### src/rtl/i2c_moni_pkg.sv
// i2c_moni_pkg
// Shared definitions for the I2C event decoder.
// Contents:
//   - Event-type encoding (EV_START, EV_RSTART, EV_STOP, EV_BYTE) and its width.
//   - Bit offsets of the fields inside one FIFO record.
//   - The decoder FSM state encoding.
// Record layout, LSB first:
//   type[1:0] | data[9:2] | ack[10] | timestamp[11 +: TS_W] (timestamp build only)
package i2c_moni_pkg;

  localparam int EV_TYPE_W = 2;

  typedef enum logic [EV_TYPE_W-1:0] {
    EV_START  = 2'd0,
    EV_RSTART = 2'd1,
    EV_STOP   = 2'd2,
    EV_BYTE   = 2'd3
  } ev_type_e;

  localparam int REC_TYPE_LSB = 0;
  localparam int REC_DATA_LSB = 2;
  localparam int REC_ACK_BIT  = 10;
  localparam int REC_TS_LSB   = 11;
  localparam int REC_BASE_W   = 11;

  typedef enum logic {
    ST_IDLE = 1'b0,
    ST_BITS = 1'b1
  } dec_state_e;

endpackage

### src/rtl/i2c_line_filter.sv
// i2c_line_filter
// Brings one raw, asynchronous I2C line into the clock domain and removes glitches.
//   - Two-flop synchroniser, reset to 1 (an idle bus is high).
//   - The filtered output follows the synchronised value only after FILT_LEN
//     consecutive differing samples. Any matching sample restarts the count.
// Parameters: FILT_LEN (1..15).
// Ports:
//   clk   - system clock
//   res_n - asynchronous active-low reset
//   raw   - raw line input (asynchronous)
//   filt  - filtered line, resets to 1
module i2c_line_filter #(
  parameter int FILT_LEN = 4
) (
  input  logic clk,
  input  logic res_n,
  input  logic raw,
  output logic filt
);

  logic [1:0] sync_reg;
  logic [3:0] cnt_reg;
  logic       filt_reg;

  always_ff @(posedge clk or negedge res_n) begin
    if (!res_n) begin
      sync_reg <= 2'b11;
      cnt_reg  <= '0;
      filt_reg <= 1'b1;
    end else begin
      sync_reg <= {sync_reg[0], raw};
      if (sync_reg[1] == filt_reg) begin
        cnt_reg <= '0;
      end else if (cnt_reg == 4'(FILT_LEN - 1)) begin
        // This is the FILT_LEN-th differing sample in a row: accept the new level.
        filt_reg <= sync_reg[1];
        cnt_reg  <= '0;
      end else begin
        cnt_reg <= cnt_reg + 4'd1;
      end
    end
  end

  assign filt = filt_reg;

endmodule

### src/rtl/i2c_event_decoder.sv
// i2c_event_decoder
// Passive I2C bus decoder. It turns filtered SCL/SDA activity into START, RSTART,
// STOP and BYTE+ACK records, queues them in a show-ahead FIFO and hands them out
// over a valid/ready interface.
//
// Build option:
//   I2C_DEC_TIMESTAMP_EN
//     defined:   each record also stores i_timestamp, and o_ev_ts comes from the FIFO.
//     undefined: records are 11 bits wide and o_ev_ts is tied to 0.
//
// Ports:
//   i_clk, i_res_n            clock; asynchronous active-low reset
//   i_en                      decoder enable (0 holds the FSM idle, no pushes)
//   i_i2c_scl, i_i2c_sda      raw bus lines
//   i_timestamp               free-running timestamp
//   o_ev_valid, i_ev_ready    record handshake
//   o_ev_type/data/ack/ts     head record (all 0 while empty)
//   o_level                   FIFO occupancy
//   o_overflow, i_ovf_clr     sticky drop flag and its clear
//   o_frame_err               one-cycle pulse when a partial byte is aborted
module i2c_event_decoder
  import i2c_moni_pkg::*;
#(
  parameter int FILT_LEN   = 4,
  parameter int TS_W       = 32,
  parameter int FIFO_DEPTH = 16
) (
  input  logic                          i_clk,
  input  logic                          i_res_n,
  input  logic                          i_en,
  input  logic                          i_i2c_scl,
  input  logic                          i_i2c_sda,
  input  logic [TS_W-1:0]               i_timestamp,
  output logic                          o_ev_valid,
  input  logic                          i_ev_ready,
  output logic [1:0]                    o_ev_type,
  output logic [7:0]                    o_ev_data,
  output logic                          o_ev_ack,
  output logic [TS_W-1:0]               o_ev_ts,
  output logic [$clog2(FIFO_DEPTH):0]   o_level,
  output logic                          o_overflow,
  input  logic                          i_ovf_clr,
  output logic                          o_frame_err
);

  localparam int AW      = $clog2(FIFO_DEPTH);
  localparam int LEVEL_W = AW + 1;
`ifdef I2C_DEC_TIMESTAMP_EN
  localparam int REC_W = REC_BASE_W + TS_W;
`else
  localparam int REC_W = REC_BASE_W;
`endif

  // ---------------- line conditioning ----------------
  // Bit 0 is SCL, bit 1 is SDA.
  logic [1:0] raw_lines;
  logic [1:0] filt_lines;

  assign raw_lines = {i_i2c_sda, i_i2c_scl};

  generate
    for (genvar gi = 0; gi < 2; gi++) begin : g_line
      i2c_line_filter #(.FILT_LEN(FILT_LEN)) u_filt (
        .clk   (i_clk),
        .res_n (i_res_n),
        .raw   (raw_lines[gi]),
        .filt  (filt_lines[gi])
      );
    end
  endgenerate

  // cur is one register behind the filter output, and prev is one behind cur.
  logic [1:0] cur_reg;
  logic [1:0] prev_reg;

  always_ff @(posedge i_clk or negedge i_res_n) begin
    if (!i_res_n) begin
      cur_reg  <= 2'b11;
      prev_reg <= 2'b11;
    end else begin
      cur_reg  <= filt_lines;
      prev_reg <= cur_reg;
    end
  end

  logic scl_cur, scl_prev, sda_cur, sda_prev;
  logic start_det, stop_det, scl_rise;

  assign scl_cur  = cur_reg[0];
  assign scl_prev = prev_reg[0];
  assign sda_cur  = cur_reg[1];
  assign sda_prev = prev_reg[1];

  // START/STOP require SCL to be steady high. If SCL moved in the same cycle,
  // the change is treated as a clock edge and no START/STOP is reported.
  assign start_det = scl_prev & scl_cur & sda_prev & ~sda_cur;
  assign stop_det  = scl_prev & scl_cur & ~sda_prev & sda_cur;
  assign scl_rise  = ~scl_prev & scl_cur;

  // ---------------- decoder FSM ----------------
  dec_state_e state_reg, state_next;
  logic [3:0] bitcnt_reg, bitcnt_next;
  logic [7:0] shift_reg, shift_next;
  logic       frame_err_reg, frame_err_next;

  logic       push_req;
  ev_type_e   push_type;
  logic [7:0] push_data;
  logic       push_ack;

  always_ff @(posedge i_clk or negedge i_res_n) begin
    if (!i_res_n) begin
      state_reg     <= ST_IDLE;
      bitcnt_reg    <= '0;
      shift_reg     <= '0;
      frame_err_reg <= 1'b0;
    end else begin
      state_reg     <= state_next;
      bitcnt_reg    <= bitcnt_next;
      shift_reg     <= shift_next;
      frame_err_reg <= frame_err_next;
    end
  end

  always_comb begin
    state_next     = state_reg;
    bitcnt_next    = bitcnt_reg;
    shift_next     = shift_reg;
    frame_err_next = 1'b0;
    push_req       = 1'b0;
    push_type      = EV_START;
    push_data      = 8'h00;
    push_ack       = 1'b0;

    if (!i_en) begin
      state_next  = ST_IDLE;
      bitcnt_next = '0;
    end else if (start_det) begin
      push_req       = 1'b1;
      push_type      = (state_reg == ST_IDLE) ? EV_START : EV_RSTART;
      frame_err_next = (bitcnt_reg != 4'd0);
      state_next     = ST_BITS;
      bitcnt_next    = '0;
      shift_next     = '0;
    end else if (stop_det) begin
      if (state_reg != ST_IDLE) begin
        push_req       = 1'b1;
        push_type      = EV_STOP;
        frame_err_next = (bitcnt_reg != 4'd0);
      end
      state_next  = ST_IDLE;
      bitcnt_next = '0;
    end else if (scl_rise && state_reg == ST_BITS) begin
      if (bitcnt_reg == 4'd8) begin
        // Ninth clock: the ACK slot. SDA held low means the byte was acknowledged.
        push_req    = 1'b1;
        push_type   = EV_BYTE;
        push_data   = shift_reg;
        push_ack    = ~sda_cur;
        bitcnt_next = '0;
      end else begin
        shift_next  = {shift_reg[6:0], sda_cur};
        bitcnt_next = bitcnt_reg + 4'd1;
      end
    end
  end

  assign o_frame_err = frame_err_reg;

  // ---------------- event FIFO ----------------
  logic [REC_W-1:0]   push_rec;
  logic [REC_W-1:0]   mem [FIFO_DEPTH];
  logic [REC_W-1:0]   head;
  logic [AW-1:0]      wr_ptr_reg, rd_ptr_reg;
  logic [LEVEL_W-1:0] level_reg;
  logic               ovf_reg;
  logic               full, empty, pop, push_ok, drop;

  always_comb begin
    push_rec = '0;
    push_rec[REC_TYPE_LSB +: EV_TYPE_W] = push_type;
    push_rec[REC_DATA_LSB +: 8]         = push_data;
    push_rec[REC_ACK_BIT]               = push_ack;
`ifdef I2C_DEC_TIMESTAMP_EN
    push_rec[REC_TS_LSB +: TS_W]        = i_timestamp;
`endif
  end

  assign full    = (level_reg == LEVEL_W'(FIFO_DEPTH));
  assign empty   = (level_reg == '0);
  assign pop     = ~empty & i_ev_ready;
  // When the FIFO is full, a push is still accepted if a pop frees a slot in the same cycle.
  assign push_ok = push_req & (~full | pop);
  assign drop    = push_req & full & ~pop;

  // The storage is also cleared on reset, so no stale record can ever reach the outputs.
  always_ff @(posedge i_clk or negedge i_res_n) begin
    if (!i_res_n) begin
      for (int i = 0; i < FIFO_DEPTH; i++) begin
        mem[i] <= '0;
      end
    end else if (push_ok) begin
      mem[wr_ptr_reg] <= push_rec;
    end
  end

  always_ff @(posedge i_clk or negedge i_res_n) begin
    if (!i_res_n) begin
      wr_ptr_reg <= '0;
      rd_ptr_reg <= '0;
      level_reg  <= '0;
      ovf_reg    <= 1'b0;
    end else begin
      if (push_ok) wr_ptr_reg <= wr_ptr_reg + 1'b1;
      if (pop)     rd_ptr_reg <= rd_ptr_reg + 1'b1;
      case ({push_ok, pop})
        2'b10:   level_reg <= level_reg + 1'b1;
        2'b01:   level_reg <= level_reg - 1'b1;
        default: level_reg <= level_reg;
      endcase
      // A drop in the same cycle as a clear leaves the flag set.
      if (drop)           ovf_reg <= 1'b1;
      else if (i_ovf_clr) ovf_reg <= 1'b0;
    end
  end

  assign head       = mem[rd_ptr_reg];
  assign o_ev_valid = ~empty;
  assign o_ev_type  = empty ? 2'd0 : head[REC_TYPE_LSB +: EV_TYPE_W];
  assign o_ev_data  = empty ? 8'd0 : head[REC_DATA_LSB +: 8];
  assign o_ev_ack   = empty ? 1'b0 : head[REC_ACK_BIT];
  assign o_level    = level_reg;
  assign o_overflow = ovf_reg;

`ifdef I2C_DEC_TIMESTAMP_EN
  assign o_ev_ts = empty ? '0 : head[REC_TS_LSB +: TS_W];
`else
  logic unused_ts;
  assign unused_ts = ^i_timestamp;
  assign o_ev_ts   = '0;
`endif

endmodule

### config.mk
export PLATFORM = sky130hd
export DESIGN_NAME = i2c_event_decoder
export DESIGN_NICKNAME = d
export VERILOG_FILES = /design/src/rtl/i2c_moni_pkg.sv /design/src/rtl/i2c_line_filter.sv /design/src/rtl/i2c_event_decoder.sv
export SDC_FILE = /design/constraint.sdc
export NUM_CORES = 1
export LEC_CHECK = 0
export BUFFER_PORTS_ARGS = -buffer_cell sky130_fd_sc_hd__buf_4
export CORE_ASPECT_RATIO = 0.5
export CORE_MARGIN = 5
export CORE_UTILIZATION = 47
export CTS_BUF_LIST = sky130_fd_sc_hd__clkbuf_8
export DETAILED_ROUTE_END_ITERATION = 16
export PLACE_DENSITY_LB_ADDON = 0.15
export SYNTH_ARGS = -nofsm -noshare
export SYNTH_HDL_FRONTEND = slang
export SYNTH_HIERARCHICAL = 1
export SYNTH_SLANG_ARGS = --single-unit
### constraint.sdc
create_clock -name i_clk -period 8.3 [get_ports i_clk]
set_input_delay 0 -clock i_clk [delete_from_list [all_inputs] [get_ports i_clk]]
set_output_delay 0 -clock i_clk [all_outputs]
set_load 0.05 [all_outputs]
-- Word-level counts from Yosys, hierarchy flattened
Cells that the tools add are included.
- bits in registers: 222
- bits of input ports: 39
- output and inout bits: 51
- logic and storage cells: 140
- add/sub/neg operators: 7
- $lt $le $gt $ge: 3
- equality and inequality tests: 12
- mux-type cells: 55
- bitwise gates (word level): 21
- reduce and logical (&&, ||, !) cells: 10
- operator list (kind ; count):
    $bwmux W176 ; 1
    $mux W8 ; 10
    $bmux W11 S4 ; 1
    $demux W11 S4 ; 1
    $mux W4 ; 9
    $mux W11 ; 3
    $mux W1 ; 22
    $add A4 B1 Y4 const B ; 5
    $mux W2 ; 7
    $and A1 B1 Y1 ; 10
    $ge A5 B5 Y1 const B ; 2
    $not A4 Y5 ; 2
    $pmux W5 S2 ; 1
    $eq A4 B2 Y1 const B ; 2
    $not A1 Y1 ; 8
    $reduce_bool A2 Y1 ; 3
    $add A5 B1 Y5 const B ; 1
    $eq A5 B5 Y1 const B ; 1
    $logic_not A5 Y1 ; 1
    $lt A5 B1 Y1 const B ; 1
    $sub A5 B1 Y5 const B ; 1
    $eq A4 B4 Y1 const B ; 1
    $ne A2 B2 Y1 const B ; 2
    $ne A4 B1 Y1 const B ; 1
    other kinds (9) ; 12

-- Depth between registers and ports, before layout
- word-level depth: 10
- mapped depth: 14
- depth with buffers taken out: 12

-- Hierarchy
The synthesis kept the hierarchy.
- by module, submodules not included (module ; instances ; cells each ; area each (sq um) ; seq. area each (sq um)):
    i2c_event_decoder ; 1 ; 718 ; 10331.2 ; 5210.0
    i2c_line_filter at g_line[1].u_filt ; 1 ; 20 ; 307.8 ; 178.9
    i2c_line_filter at g_line[0].u_filt ; 1 ; 20 ; 284.0 ; 178.9

-- Least setup slack after synthesis
Ideal clock, no wire load.
- kind: flip-flop to flip-flop
- start point: register level_reg[1] (netlist: o_level[1])
- end point: register level_reg[4] (netlist: o_level[4])
- setup time: 125 ps
- arrival: 3237 ps
- required time: 8175 ps
- slack: 4938 ps
- stages on the path, launching flop included: 13
- path buffers: 2
- period minus slack after synthesis: 3362 ps
- cell sequence: dfrtp_1 -> buf_2 -> or4_4 -> o21ai_0 -> a21o_1 -> ha_1 -> clkbuf_1 -> xor2_1 -> ha_1 -> a21o_1 -> a22oi_1 -> o211a_1 -> a2111oi_0
- word-level cells in the longest chain between the ends: 7
- elaborated cells between the ends (all ways): 13
- classes of those cells: add/sub: 2; eq/ne: 3; mux: 1; bitwise: 5; reduce/logical: 2
- ends and longest elaborated chain (what ; RTL line ; RTL):
    start: declaration ; i2c_event_decoder.sv:175 ; logic [LEVEL_W-1:0] level_reg;
    start signal: assignment ; i2c_event_decoder.sv:217 ; 2'b10: level_reg <= level_reg + 1'b1;
    start signal: assignment ; i2c_event_decoder.sv:218 ; 2'b01: level_reg <= level_reg - 1'b1;
    start signal: assignment ; i2c_event_decoder.sv:219 ; default: level_reg <= level_reg;
    $logic_not A5 Y1 ; i2c_event_decoder.sv:190 ; assign empty = (level_reg == '0);
    $not A1 Y1 ; i2c_event_decoder.sv:191 ; assign pop = ~empty & i_ev_ready;
    $and A1 B1 Y1 ; i2c_event_decoder.sv:191 ;
    $or A1 B1 Y1 ; i2c_event_decoder.sv:193 ; assign push_ok = push_req & (~full | pop);
    $and A1 B1 Y1 ; i2c_event_decoder.sv:193 ;
    $eq A2 B1 Y1 or $eq A2 B2 Y1 (tied branches) ; i2c_event_decoder.sv:216 ; case ({push_ok, pop})
    $pmux W5 S2 or $reduce_bool A2 Y1 (tied branches) ; -- ;
Parallel ways exist; a longest one is shown, timed or not.
A chain may end at the register's enable or synchronous reset.

-- Final worst setup path
- start point: register bitcnt_reg[0]
- end point: register level_reg[4] (netlist: o_level[4])
- word-level cells in the longest chain between the ends: 9
- elaborated cells between the ends (all ways): 11
- classes of those cells: eq/ne: 3; mux: 6; bitwise: 1; reduce/logical: 1
- ends and longest elaborated chain (what ; RTL line ; RTL):
    start: declaration ; i2c_event_decoder.sv:102 ; logic [3:0] bitcnt_reg, bitcnt_next;
    start signal: assignment ; i2c_event_decoder.sv:119 ; bitcnt_reg <= bitcnt_next;
    $eq A4 B4 Y1 * ; i2c_event_decoder.sv:154 ; if (bitcnt_reg == 4'd8) begin
    $mux W1 * ; i2c_event_decoder.sv:154 ;
    $mux W1 * ; i2c_event_decoder.sv:153 ; end else if (scl_rise && state_reg == ST_BITS) begin
    $mux W1 * ; i2c_event_decoder.sv:145 ; end else if (stop_det) begin
    $mux W1 * ; i2c_event_decoder.sv:138 ; end else if (start_det) begin
    $mux W1 * ; i2c_event_decoder.sv:135 ; if (!i_en) begin
    $and A1 B1 Y1 * ; i2c_event_decoder.sv:193 ;
    $eq A2 B1 Y1 or $eq A2 B2 Y1 (tied branches) ; i2c_event_decoder.sv:216 ;
    $pmux W5 S2 or $reduce_bool A2 Y1 (tied branches) ; -- ;
Mark *: on every way between the ends. The rest lies on a longest branch, timed or not.

==> summary.md <==
| Metric | Value |
|---|---|
| Critical-path maximum fanout | 10 |
| Worst clock skew | 11.6 ps |
| Mapped Cells | about 760 |
| Worst Max-Slew Pin Slew | 1220 ps |
| Count of final hold-check violations | 0 |
| Max H-tree Level | 2 |
| Vias/cell | approximately 5.6 |
| Vias in the first global route | ~6500 |
| P per Cell Area | approximately 240 nW/µm² |
| Syn-to-layout area delta | 9.45% |
| Max-slew headroom | 0.185 |
| Diodes inserted | 0 |
| Startpoint Class | register |
| Synth Register Bits | about 220 |
| Worst skew pair latency | about 520 ps |
| Most frequent cells in the layout | dfrtp_1, mux2_2, mux4_2, buf_4, clkbuf_8 |
| FMAX | 0.295 GHz |
| Pin count of the biggest net entering global routing | 97 |
| Switch Pwr | approximately 0.00095 W |
| CP Class | register to register |
| Placed Area | 11200 µm² |
| Die W | around 230 µm |
| Commonest non-fill, non-tap cell in the layout | dfrtp_1 |
| CTS root buffer | clkbuf_8 |
| Post-cts resize count | 0 |
| Number of synthesized flops with an enable pin | 0 |
| Seq pwr share | 0.439 |
| Clock transition at path regs | approximately 60 ps |
| Design area | between 10000 and 15000 µm² |
| Drt wl/cell | around 21 µm |
| Main area contributors after synthesis | dfrtp_1, mux2_2, mux4_2 |
| Via count | 6190 |
| DRC viols | 0 |
| Top-Level Pins | 90 |
| Share of cells above drive strength 1 | 0.417 |
| CTS tree | built |
| Initial core utilization | 0.478 |
| Max-slew violations | 0 |
| Gr usage total | 0.180 |
| Clk pwr share | 0.324 |
| Setup Fix Bufs, Post-CTS | 0 |
| First-pass GRT wire length | roughly 38000 µm |
| Tmin final | roughly 3400 ps |
| Synthesized area per cell | ~14 µm² |
| Port Buffers | 25 |
| R2R cell count | 12 |
| Mapped cell area | between 10000 and 15000 µm² |
| RSZ-0062 raised after global routing | no |
| Synthesis Warnings | 6 |
| Setup violations, final | 0 |
| Detailed router's first-iteration violation count | roughly 470 |
| Sequential area share after synthesis | 0.510 |
| Period utilization | 0.408 |
| CTS Buffer Depth | 3 |
| Ys flop type | dfrtp_1 |
| Hold Slack | about 73 ps |
| Routability congestion estimate from global placement | 0.750 |
| Area leader, netlist | dfrtp_1 |
| Max reg flops | around 180 |
| Final nets | 838 |
| Comb power frac | 0.237 |
| WL final | about 23000 µm |
| Crit path DAT | 3770 ps |
| Total negative slack | 0 ps |
| Peak supply drop | roughly 0.00015 V |
| Clock sinks | around 220 |
| Crit. End Element | register |
| Ys async rst share | 1.00 |
| CTS buffer count | 34 |
| Pre-antenna DRT Iters | 4 |
| Die Y | 118 µm |
| Status | completed |
| CP Data Required Time | 8690 ps |
| Post-CTS Hold Fix Bufs | 7 |
| Area taken by multi-input logic gates | ~4900 µm² |
| Fillcell total | 1958 |
| Std-Cell Rows | 39 |
| Leak | between 5 and 6 nW |
| GRT overflow | 0 |
| Worst hold path class | input pin to asynchronous set/reset pin |
| Die Area | around 27000 µm² |
| Sequential Area | between 5000 and 6000 µm² |
| Routed Antenna Nets | 0 |
| Hpwl dp | about 14000 µm |
| Int Power | between 0.0015 and 0.002 W |
| Max-Cap Viols | 0 |
| Fin util | 0.524 |
| Yosys top cell area share | 0.486 |
| Initial antenna violation count | 0 |
| Switching share of power | 0.334 |
| Netlist cell types | just over 60 |
| Core ar. | 22800 µm² |
power by group through the flow:
stage / sequential (W) / combinational [W] / clock (W)
3_3_place_gp: 0.00126 / 0.000675 / 0
2_1_floorplan: 0.00127 / 0.000501 / 0
3_5_place_dp: 0.00126 / 0.000678 / 0
5_1_grt: 0.00125 / 0.000730 / 0.000992
4_1_cts: 0.00124 / 0.000683 / 0.000947
6_report: 0.00124 / 0.000672 / 0.000916
routing by layer:
| layer | share of wire | GRT usage |
|---|---|---|
| met1 | 0.49 | 0.268 |
| met2 | 0.43 | 0.264 |
| met3 | 0.055 | 0.0454 |
| met4 | 0.024 | 0.0476 |
| met5 | 0 | 0 |
final timing paths:
check / start / to / slack, ps
worst max-delay path: bitcnt_reg[0] / o_level[4] / 4920
min in group i_clk: i_i2c_scl / g_line[0].u_filt/sync_reg[0] / 130
max in group asynchronous: i_res_n / mem[40] / 6200
worst max register to register: bitcnt_reg[0] / o_level[4] / 4920
worst min register to register: g_line[1].u_filt/sync_reg[0] / g_line[1].u_filt/sync_reg[1] / 360
worst min-delay path: i_res_n / o_level[0] / 70
cells in the mapped netlist, types with 12 or more instances:
library cell / count
mux4_2: 44
buf_4: 34
nor2_1: 18
o22ai_1: 13
ha_1: 12
nand2_1: 15
mux2_2: 153
mux2i_1: 24
clkbuf_1: 15
dfrtp_1: 212
buf_2: 29
mux2_4: 20
stage by stage:
stage               setup slack (ps)  std cells  power (W)
CTS                             4930       1115    0.00287
finish                          4920       1115    0.00283
global route                    4720       1115    0.00298
global placement                5000       1051    0.00193
detailed placement              4950       1051    0.00194
floorplan                       4940        789    0.00177
final cells by class:
type	count	share of cell area
inverters	9	0.00283
repair buffers	48	0.0322
clock inverters	18	0.0107
flip-flops and latches	222	0.466
multi-input cells	472	0.411
clock buffers	39	0.0449
well taps	307	0.0321
kinds of logic after synthesis:
logic type,count (synthesis),share of synthesized area
mux,250,0.307
fa+ha+maj,12,0.0137
other cells,1,0.000343
compound gates,74,0.0544
simple gates,90,0.0515
buf+inv,95,0.0518
flops,222,0.510
xor+xnor,14,0.0112
worst max-delay path, cell delays in order (launching register included):
cell and delay, ps:
dfrtp_1 390, inv_1 100, ha_1 210, nand3b_1 210
or2_1 470, a21o_1 300, ha_1 300, xor2_1 170
ha_1 240, a21o_1 190, a22oi_1 240, nor3_1 80
a2111oi_0 340
(Power assumes the default switching activity.)
